==> config.mk <==
export PLATFORM = sky130hd
export DESIGN_NAME = pipelined_dadda_mac_flat
export DESIGN_NICKNAME = d
export VERILOG_FILES = /design/src/rtl/pipelined_dadda_mac_if.sv /design/src/rtl/pipelined_dadda_mac.sv /design/src/flat_wrapper.sv
export SDC_FILE = /design/constraint.sdc
export NUM_CORES = 1
export LEC_CHECK = 0
export CAP_MARGIN = 20
export CORE_UTILIZATION = 35
export DETAILED_ROUTE_END_ITERATION = 6
export GPL_TIMING_DRIVEN = 0
export MAX_ROUTING_LAYER = met4
export PLACE_DENSITY = 0.62
export SLEW_MARGIN = 25
export SYNTH_ARGS = -nofsm -noshare
export SYNTH_HDL_FRONTEND = slang
export SYNTH_SLANG_ARGS = --single-unit
==> constraint.sdc <==
create_clock -name clk -period 7.09 [get_ports clk]
set_clock_uncertainty 0.15 [all_clocks]
set_input_delay 1.7725 -clock clk [delete_from_list [all_inputs] [get_ports clk]]
set_output_delay 1.7725 -clock clk [all_outputs]
set_load 0.02 [all_outputs]
==> src/rtl/pipelined_dadda_mac_if.sv <==
// Operand/result stream bundle for pipelined_dadda_mac.
// The master side feeds operands and consumes results; the slave side is the MAC.
interface pipelined_dadda_mac_if #(
  parameter int WIDTH = 8,
  parameter int ACC_W = 20
);
  logic             in_valid;
  logic             in_ready;
  logic [WIDTH-1:0] in_a;
  logic [WIDTH-1:0] in_b;
  logic             in_last;
  logic             signed_mode;
  logic             out_valid;
  logic             out_ready;
  logic [ACC_W-1:0] out_acc;
  logic             out_ovf;

  modport master (
    output in_valid, in_a, in_b, in_last, signed_mode, out_ready,
    input  in_ready, out_valid, out_acc, out_ovf
  );

  modport slave (
    input  in_valid, in_a, in_b, in_last, signed_mode, out_ready,
    output in_ready, out_valid, out_acc, out_ovf
  );
endinterface

==> src/rtl/pipelined_dadda_mac.sv <==
// Pipelined multiply-accumulate: Dadda-tree product register followed by a
// framed dot-product accumulator with optional saturation and valid/ready
// flow control on both sides.
module pipelined_dadda_mac #(
  parameter int WIDTH    = 8,
  parameter int ACC_W    = 20,
  parameter bit SATURATE = 1'b1
) (
  input logic                 clk,
  input logic                 rst_n,
  pipelined_dadda_mac_if.slave bus
);
  localparam int PW     = 2 * WIDTH;
  localparam int MAXH   = WIDTH + 2;
  localparam int NSTAGE = 10;

  typedef enum logic [1:0] {IDLE, ACCUM, HOLD} state_t;

  state_t           state_q, state_d;
  logic             out_valid;
  logic             stall, accept, take2;
  logic             mode_eff;
  logic             in_first_q, in_first_d;
  logic             in_mode_q, in_mode_d;
  logic             v1_q, v1_d;
  logic             last1_q, last1_d;
  logic             mode1_q, mode1_d;
  logic [PW-1:0]    p1_q, p1_d;
  logic [PW-1:0]    product;
  logic [ACC_W-1:0] acc_q, acc_d;
  logic             ovf_q, ovf_d;
  logic [ACC_W-1:0] ext, base, res;
  logic [ACC_W:0]   sum;
  logic             ovf_new, ovf_base;

  // Dadda heights: 2,3,4,6,9,13,... (each is floor(1.5 * previous)).
  function automatic int dadda_d(input int s);
    int d = 2;
    for (int unsigned i = 0; i < s; i++) d = (d * 3) / 2;
    return d;
  endfunction

  assign stall        = out_valid & ~bus.out_ready;
  assign accept       = bus.in_valid & ~stall;
  assign take2        = v1_q & ~stall;
  assign bus.in_ready = ~stall;
  assign bus.out_acc  = acc_q;
  assign bus.out_ovf  = ovf_q;
  assign bus.out_valid = out_valid;

  // Operand mode is taken from the first term of a frame and held for the rest.
  assign mode_eff = in_first_q ? bus.signed_mode : in_mode_q;

  // Baugh-Wooley partial products reduced by a Dadda column-compression tree.
  // Signed mode inverts the rows/columns touching an operand MSB and injects
  // constant ones at columns WIDTH and 2*WIDTH-1; the final two rows meet in one adder.
  always_comb begin : dadda_tree
    logic [MAXH-1:0] cur [PW];
    logic [MAXH-1:0] nxt [PW];
    int              h   [PW];
    int              nh  [PW];
    int              d, pos, tot;
    logic            inv, x0, x1, x2;
    logic [PW-1:0]   row0, row1;
    for (int unsigned c = 0; c < PW; c++) begin
      cur[c] = '0;
      nxt[c] = '0;
      h[c]   = 0;
      nh[c]  = 0;
    end
    d = 0; pos = 0; tot = 0; inv = 1'b0; x0 = 1'b0; x1 = 1'b0; x2 = 1'b0;
    for (int unsigned i = 0; i < WIDTH; i++) begin
      for (int unsigned j = 0; j < WIDTH; j++) begin
        inv = mode_eff & ((i == WIDTH - 1) ^ (j == WIDTH - 1));
        cur[i+j][h[i+j]] = (bus.in_a[j] & bus.in_b[i]) ^ inv;
        h[i+j]++;
      end
    end
    cur[WIDTH][h[WIDTH]] = mode_eff;
    h[WIDTH]++;
    cur[PW-1][h[PW-1]] = mode_eff;
    h[PW-1]++;
    for (int unsigned s = NSTAGE; s > 0; s--) begin
      d = dadda_d(int'(s) - 1);
      for (int unsigned c = 0; c < PW; c++) begin
        nxt[c] = '0;
        nh[c]  = 0;
      end
      for (int unsigned c = 0; c < PW; c++) begin
        pos = 0;
        for (int unsigned it = 0; it < MAXH; it++) begin
          tot = (h[c] - pos) + nh[c];
          if (tot > d && (h[c] - pos) >= 3 && (tot - d) >= 2) begin
            x0 = cur[c][pos]; x1 = cur[c][pos+1]; x2 = cur[c][pos+2];
            nxt[c][nh[c]] = x0 ^ x1 ^ x2;
            nh[c]++;
            if (c + 1 < PW) begin
              nxt[c+1][nh[c+1]] = (x0 & x1) | (x0 & x2) | (x1 & x2);
              nh[c+1]++;
            end
            pos += 3;
          end else if (tot > d && (h[c] - pos) >= 2) begin
            x0 = cur[c][pos]; x1 = cur[c][pos+1];
            nxt[c][nh[c]] = x0 ^ x1;
            nh[c]++;
            if (c + 1 < PW) begin
              nxt[c+1][nh[c+1]] = x0 & x1;
              nh[c+1]++;
            end
            pos += 2;
          end
        end
        for (int unsigned k = 0; k < MAXH; k++) begin
          if (int'(k) >= pos && int'(k) < h[c]) begin
            nxt[c][nh[c]] = cur[c][k];
            nh[c]++;
          end
        end
      end
      cur = nxt;
      h   = nh;
    end
    for (int unsigned c = 0; c < PW; c++) begin
      row0[c] = (h[c] > 0) ? cur[c][0] : 1'b0;
      row1[c] = (h[c] > 1) ? cur[c][1] : 1'b0;
    end
    product = row0 + row1;
  end

  // Stage 1 next-state: capture product on accept, bubble when idle, hold on stall.
  always_comb begin
    v1_d       = v1_q;
    p1_d       = p1_q;
    last1_d    = last1_q;
    mode1_d    = mode1_q;
    in_first_d = in_first_q;
    in_mode_d  = in_mode_q;
    if (!stall) begin
      v1_d = accept;
      if (accept) begin
        p1_d       = product;
        last1_d    = bus.in_last;
        mode1_d    = mode_eff;
        in_first_d = bus.in_last;
        in_mode_d  = mode_eff;
      end
    end
  end

  // Stage 2 arithmetic: extend product, add to base, detect and optionally clamp overflow.
  always_comb begin
    ext      = mode1_q ? ACC_W'($signed(p1_q)) : ACC_W'(p1_q);
    base     = (state_q == ACCUM) ? acc_q : '0;
    ovf_base = (state_q == ACCUM) ? ovf_q : 1'b0;
    sum      = {1'b0, base} + {1'b0, ext};
    res      = sum[ACC_W-1:0];
    if (mode1_q)
      ovf_new = (base[ACC_W-1] == ext[ACC_W-1]) && (sum[ACC_W-1] != base[ACC_W-1]);
    else
      ovf_new = sum[ACC_W];
    if (SATURATE && ovf_new) begin
      if (!mode1_q)           res = '1;
      else if (base[ACC_W-1]) res = {1'b1, {(ACC_W-1){1'b0}}};
      else                    res = {1'b0, {(ACC_W-1){1'b1}}};
    end
  end

  // FSM next state: a term closing a frame goes to HOLD; HOLD drains on out_ready
  // and may absorb the first term of the next frame on the same edge.
  always_comb begin
    state_d = state_q;
    case (state_q)
      IDLE, ACCUM: if (take2) state_d = last1_q ? HOLD : ACCUM;
      HOLD: begin
        if (bus.out_ready) begin
          if (take2) state_d = last1_q ? HOLD : ACCUM;
          else       state_d = IDLE;
        end
      end
      default: state_d = IDLE;
    endcase
  end

  // Accumulator/overflow update; consuming a result with no new term clears them.
  always_comb begin
    acc_d = acc_q;
    ovf_d = ovf_q;
    if (take2) begin
      acc_d = res;
      ovf_d = ovf_base | ovf_new;
    end else if (state_q == HOLD && bus.out_ready) begin
      acc_d = '0;
      ovf_d = 1'b0;
    end
  end

  // FSM outputs.
  always_comb begin
    out_valid = (state_q == HOLD);
  end

  // All pipeline and FSM state.
  always_ff @(posedge clk or negedge rst_n) begin
    if (!rst_n) begin
      state_q    <= IDLE;
      in_first_q <= 1'b1;
      in_mode_q  <= 1'b0;
      v1_q       <= 1'b0;
      p1_q       <= '0;
      last1_q    <= 1'b0;
      mode1_q    <= 1'b0;
      acc_q      <= '0;
      ovf_q      <= 1'b0;
    end else begin
      state_q    <= state_d;
      in_first_q <= in_first_d;
      in_mode_q  <= in_mode_d;
      v1_q       <= v1_d;
      p1_q       <= p1_d;
      last1_q    <= last1_d;
      mode1_q    <= mode1_d;
      acc_q      <= acc_d;
      ovf_q      <= ovf_d;
    end
  end
endmodule

==> src/flat_wrapper.sv <==
// flat-port wrapper written by rule: the top's interface ports become plain ports
module pipelined_dadda_mac_flat 
#(
  parameter int WIDTH    = 8,
  parameter int ACC_W    = 20,
  parameter bit SATURATE = 1'b1
)
  (clk, rst_n, bus_in_valid, bus_in_a, bus_in_b, bus_in_last, bus_signed_mode, bus_out_ready, bus_in_ready, bus_out_valid, bus_out_acc, bus_out_ovf);
  pipelined_dadda_mac_if #(.WIDTH(WIDTH), .ACC_W(ACC_W)) bus_i ();
  input logic clk;
  input logic rst_n;
  input wire logic [$bits(bus_i.in_valid)-1:0] bus_in_valid;
  input wire logic [$bits(bus_i.in_a)-1:0] bus_in_a;
  input wire logic [$bits(bus_i.in_b)-1:0] bus_in_b;
  input wire logic [$bits(bus_i.in_last)-1:0] bus_in_last;
  input wire logic [$bits(bus_i.signed_mode)-1:0] bus_signed_mode;
  input wire logic [$bits(bus_i.out_ready)-1:0] bus_out_ready;
  output wire logic [$bits(bus_i.in_ready)-1:0] bus_in_ready;
  output wire logic [$bits(bus_i.out_valid)-1:0] bus_out_valid;
  output wire logic [$bits(bus_i.out_acc)-1:0] bus_out_acc;
  output wire logic [$bits(bus_i.out_ovf)-1:0] bus_out_ovf;
  assign bus_i.in_valid = bus_in_valid;
  assign bus_i.in_a = bus_in_a;
  assign bus_i.in_b = bus_in_b;
  assign bus_i.in_last = bus_in_last;
  assign bus_i.signed_mode = bus_signed_mode;
  assign bus_i.out_ready = bus_out_ready;
  assign bus_in_ready = bus_i.in_ready;
  assign bus_out_valid = bus_i.out_valid;
  assign bus_out_acc = bus_i.out_acc;
  assign bus_out_ovf = bus_i.out_ovf;
  pipelined_dadda_mac #(.WIDTH(WIDTH), .ACC_W(ACC_W), .SATURATE(SATURATE)) u_core (.clk(clk), .rst_n(rst_n), .bus(bus_i));
endmodule
Yosys cells after proc, flatten, opt, wreduce, memory -nomap -nowiden
Cells that the tools add are included.

Register bits after elaboration: 43. Word-level logic and storage cells: 388. Output and inout port bits: 23.

Eq/ne operators: 6. Reduce and logical (&&, ||, !) cells: 7. Bitwise operators: 348. Add/sub/neg operators: 2. Mux-type cells: 17.

Operators by type and width (count): $and A1 B1 Y1 (181); $mux W20 (7); $xor A1 B1 Y1 (92); $or A1 B1 Y1 (73); $add A20 B20 Y21 (1); $add A16 B15 Y16 (1); $mux W2 (4); $mux W1 (5); $pmux W2 S2 (1); $reduce_and A2 Y1 (2); $eq A2 B1 Y1 const B (1); $eq A2 B2 Y1 const B (1); $logic_and A1 B1 Y1 (2); $logic_not A2 Y1 (1); $ne A2 B1 Y1 const B (1); $ne A2 B2 Y1 const B (1); $not A1 Y1 (2); $reduce_bool A2 Y1 (1); $reduce_or A2 Y1 (1); $eq A1 B1 Y1 (1); $ne A1 B1 Y1 (1).

Depth between registers and ports, before layout
Gate-level depths: netlist of run 1.

Word-level depth: 15. Depth in mapped cells: 19. Gate-level depth less buffers: 18.

Worst setup path before layout of run 1
Ideal clock, no wire load.

Kind: input -> register. Start point: input port bus_signed_mode. End point: register u_core.p1_q[14]. Stages: 17. Setup slack: -0.069 ns. Library setup time: 0.136 ns. Arrival time: 6.874 ns. Required time: 6.804 ns. Cells stage by stage: mux2i_1 clkbuf_1 xnor2_1 fa_1 fa_1 inv_1 fa_1 inv_1 fa_1 inv_1 ha_1 a211o_1 a2111oi_0 nor3_1 a2111oi_0 xor2_1 o21ai_0.

Word-level cells in the longest chain between the ends: 15. Elaborated cells on any way between the ends: 178. Classes of those cells: add/sub: 1; mux: 1; bitwise: 176.

RTL lines: start: declaration (line flat_wrapper.sv:16) `input wire logic [$bits(bus_i.signed_mode)-1:0] bus_signed_mode;`; $mux W1 * (line pipelined_dadda_mac.sv:52) `assign mode_eff = in_first_q ? bus.signed_mode : in_mode_q;`; $xor A1 B1 Y1 (line pipelined_dadda_mac.sv:75) `cur[i+j][h[i+j]] = (bus.in_a[j] & bus.in_b[i]) ^ inv;`; $and A1 B1 Y1; $or A1 B1 Y1 (2 in a row); $and A1 B1 Y1 (on tied branches); $or A1 B1 Y1 (2 in a row) (line pipelined_dadda_mac.sv:98) `nxt[c+1][nh[c+1]] = (x0 & x1) | (x0 & x2) | (x1 & x2);`; $and A1 B1 Y1 (on tied branches); $or A1 B1 Y1 (2 in a row) (line pipelined_dadda_mac.sv:98); $and A1 B1 Y1 (on tied branches); $or A1 B1 Y1 (2 in a row) (line pipelined_dadda_mac.sv:98); $add A16 B15 Y16 * (line pipelined_dadda_mac.sv:127) `product = row0 + row1;`; end signal: assignment (line pipelined_dadda_mac.sv:219) `p1_q <= p1_d;`; end: declaration (line pipelined_dadda_mac.sv:28) `logic [PW-1:0] p1_q, p1_d;`.

Every way passes the cells marked *; elsewhere a longest branch is shown, timed or not. A chain may end at the register's enable or synchronous reset.

Final worst setup path of run 1
Start point: input port bus_signed_mode. End point: register u_core.p1_q[15].

Same word-level chain as after synthesis.

==> reports/metrics.csv, run 1 <==
stage,metric,value,unit
logic_synthesis,synth top area cells,"dfrtp_1 (22%), fa_1 (15%), ha_1 (10%)",
timing,RSZ-0062 raised after global routing,no,
setup_path,crit path capture type,register,
floorplanning,Initial Utilization,0.363,
logic_synthesis,number of distinct library cells after synthesis,52,
cts,clock sink count,43,
timing,Final period util,0.965,
setup_path,WP data required,7090,ps
job,max-cap violations,0,
status,status,"complete, no violations",
placed_design,PortBufs,41,
cts,clk slew on worst S/H paths,60,ps
timing,Max Clock Freq,0.146,GHz
timing,final hold violation count,0,
route,post-route ant nets,0,
route,drt first-iter violations,187,
floorplanning,Ports,45,
cts,"Clk Latency, worst-skew pair",280,ps
route,DR pass1 iterations,4,
timing,worst slew pin tran,791,ps
logic_synthesis,"FF+latch count, synth",43,
global_routing,gr usage total,0.170,
floorplanning,DIE WIDTH,120,um
timing,fin crit period,6840,ps
cts,CTS tree,done,
cts,clk buf depth,2,
timing,Slew HR,0.473,
setup_path,CP max FO,10,
logic_synthesis,Avg Inst Size Synth,8.35,um^2
cts,CTS Root Cell,clkbuf_16,
setup_path,startpoint type of the worst setup path,primary input,
placed_design,Post-DP HPWL,9130,um
floorplanning,Die H,120,um
route,vias per cell,5.10,
logic_synthesis,Synth area leader,dfrtp_1,
route,residual DRC count,0,
cts,CTS buffer count,5,
hold_path,Worst Hold Class,register to register,
logic_synthesis,Post-Syn Area,4870,um^2
power_and_ir_drop,Leakage,2.69,nW
timing,count of final setup violators,0,
logic_synthesis,number of synthesized flops with an enable pin,0,
setup_path,max incr delay on CP,520,ps
finish,most frequent cells in the layout,"nand2_1 (98), inv_1 (66), and2_1 (45)",
power_and_ir_drop,worst vdd ir,0.000181,V
global_routing,global route overflow,0,
power_and_ir_drop,pwr/cell area,449,nW/um^2
global_routing,initial antenna violation count,0,
timing,Final TNS setup,0,ps
finish,Nets,732,
global_routing,first-pass GRT wire length,19200,um
logic_synthesis,sequential share of the synthesized area,0.221,
finish,antenna cells,0,
logic_synthesis,post-synth top area share,0.216,
logic_synthesis,Post-synth ARST share,1.00,
setup_path,most frequent CP cell,fa_1,
placed_design,dpl ws,-1230,ps
timing,fin. max-slew vios,0,
floorplanning,core area,13400,um^2
finish,"commonest non-fill, non-tap cell in the layout",nand2_1,
setup_path,crit path DAT,6840,ps
logic_synthesis,Mapped Nets,682,
global_routing,largest net degree at the start of global routing,31,
setup_path,crit-path cells,clkdlybuf4s50_1 -> mux2i_4 -> clkbuf_4 -> xnor2_1 -> fa_1 -> fa_1 -> inv_1 -> fa_1 -> inv_1 -> fa_1 -> inv_1 -> ha_1 -> a211o_1 -> o21bai_1 -> a211oi_1 -> o21ai_0 -> a31oi_1 -> xnor2_1 -> o21ai_0,
route,vias post-DR,4127,
setup_path,WS Path Type,primary input to register,
cts,H-tree levels,2,
finish,layout cell share with drive strength beyond 1,0.0489,
global_routing,vias in the first global route,4068,
floorplanning,floorplan row count,42,
finish,Area Growth Syn to Fin,16.9,%
timing,Final WS setup,250,ps
route,drt wl/cell,13.9,um
route,Post-Route WL,11300,um
placed_design,GP Congestion,0.888,
setup_path,Crit-path slowest cell,fa_1,
logic_synthesis,most common flop cell mapped by yosys,dfrtp_1,
finish,Final Util,0.425,
logic_synthesis,Syn. warnings,0,
logic_synthesis,Mapped Cells,583,
floorplanning,die area,14400,um^2
cell usage after synthesis, types with 5 or more instances:
| cell | n |
|---|---|
| xor2_1 | 16 |
| nor3_1 | 5 |
| o21bai_1 | 7 |
| nand3_1 | 6 |
| xnor2_1 | 23 |
| nand2b_1 | 6 |
| fa_1 | 37 |
| dfrtp_1 | 42 |
| nand2_1 | 98 |
| and2_1 | 45 |
| ha_1 | 40 |
| inv_1 | 66 |
| a21o_1 | 11 |
| o21ai_0 | 36 |
| nor2_1 | 31 |
| o21ai_1 | 9 |
| a21oi_1 | 33 |
| clkbuf_1 | 13 |
logic make-up (layout without fill, tap and decap cells):
family,count (synthesis),count (layout),share of synthesized area
fa+ha+maj,77,77,0.255
xor+xnor,39,39,0.0702
flops,43,43,0.221
buf+inv,81,132,0.0656
mux,5,5,0.0113
simple gates,205,205,0.202
compound gates,133,133,0.175
repair_timing:
item	4_1_cts	5_1_grt
hold buffers	0	0
gates resized for setup	6	1
setup buffers	1	0
setup endpoints to repair	5	1
worst paths after layout:
| check | startpoint | end | slack, ps | cells after the start |
|---|---|---|---|---|
| min reg2reg | u_core.p1_q[6] | u_core.p1_q[6] | 340 | 2 |
| max reg2reg | u_core.in_first_q | u_core.p1_q[15] | 1600 | 18 |
| max | bus_signed_mode | u_core.p1_q[15] | 250 | 19 |
| min | u_core.p1_q[6] | u_core.p1_q[6] | 340 | 2 |
| max in group asynchronous | rst_n | u_core.in_first_q | 4990 | 2 |
| min in group asynchronous | rst_n | u_core.v1_q | 1250 | 1 |
final cells by class:
type	instances	area [um^2]
fill	1364	7710
multi-input combinational	459	3500
sequential	43	1080
timing repair buffer	43	433
inverter	66	248
tap	176	220
clock buffer	7	133
buffer	15	75.1
clock inverter	1	7.51
through the flow:
| step | cell area (um^2) | total power, mW | hold slack [ps] | instances |
|---|---|---|---|---|
| floorplan | 4870 | 1.84 | 304 | 583 |
| global placement | 5500 | 2.25 | 327 | 800 |
| detailed placement | 5520 | 2.30 | 330 | 801 |
| CTS | 5680 | 2.56 | 343 | 810 |
| global route | 5690 | 2.85 | 359 | 810 |
| finish | 5690 | 2.56 | 336 | 810 |
metal layers:
metal | track usage | part of all wire
met4 | 0.0438 | 0.012
met3 | 0.0204 | 0.036
met1 | 0.213 | 0.46
met2 | 0.291 | 0.49
met5 | - | 0
worst max-delay path, delay by kind of cell:
kind,cells,cell delay [ps]
xor gates and xnor gates,2,260
buffers and inverters,5,890
AOI/OAI and AO/OA,6,1410
adders and majority gates,5,2320
muxes,1,180
flip-flops by register name, indices dropped and copies added, names as in the netlist:
| name | cells |
|---|---|
| u_core.v1_q | 1 |
| u_core.state_q | 2 |
| u_core.in_mode_q | 1 |
| u_core.bus.out_ovf | 1 |
| u_core.p1_q | 16 |
| u_core.bus.out_acc | 20 |
| u_core.in_first_q | 1 |
| u_core.last1_q | 1 |
power by group:
part,internal (mW),switching (mW)
combinational,0.828,1.06
clock,0.131,0.0908
sequential,0.359,0.0846
total,1.32,1.24
(Power assumes the default switching activity.)
==> run 2, diff against run 1 <==
Settings changed: SLEW_MARGIN 25 to 5.
==> results of run 2 <==
Same layout as run 1: the final DEF is identical, and so are final timing and power.
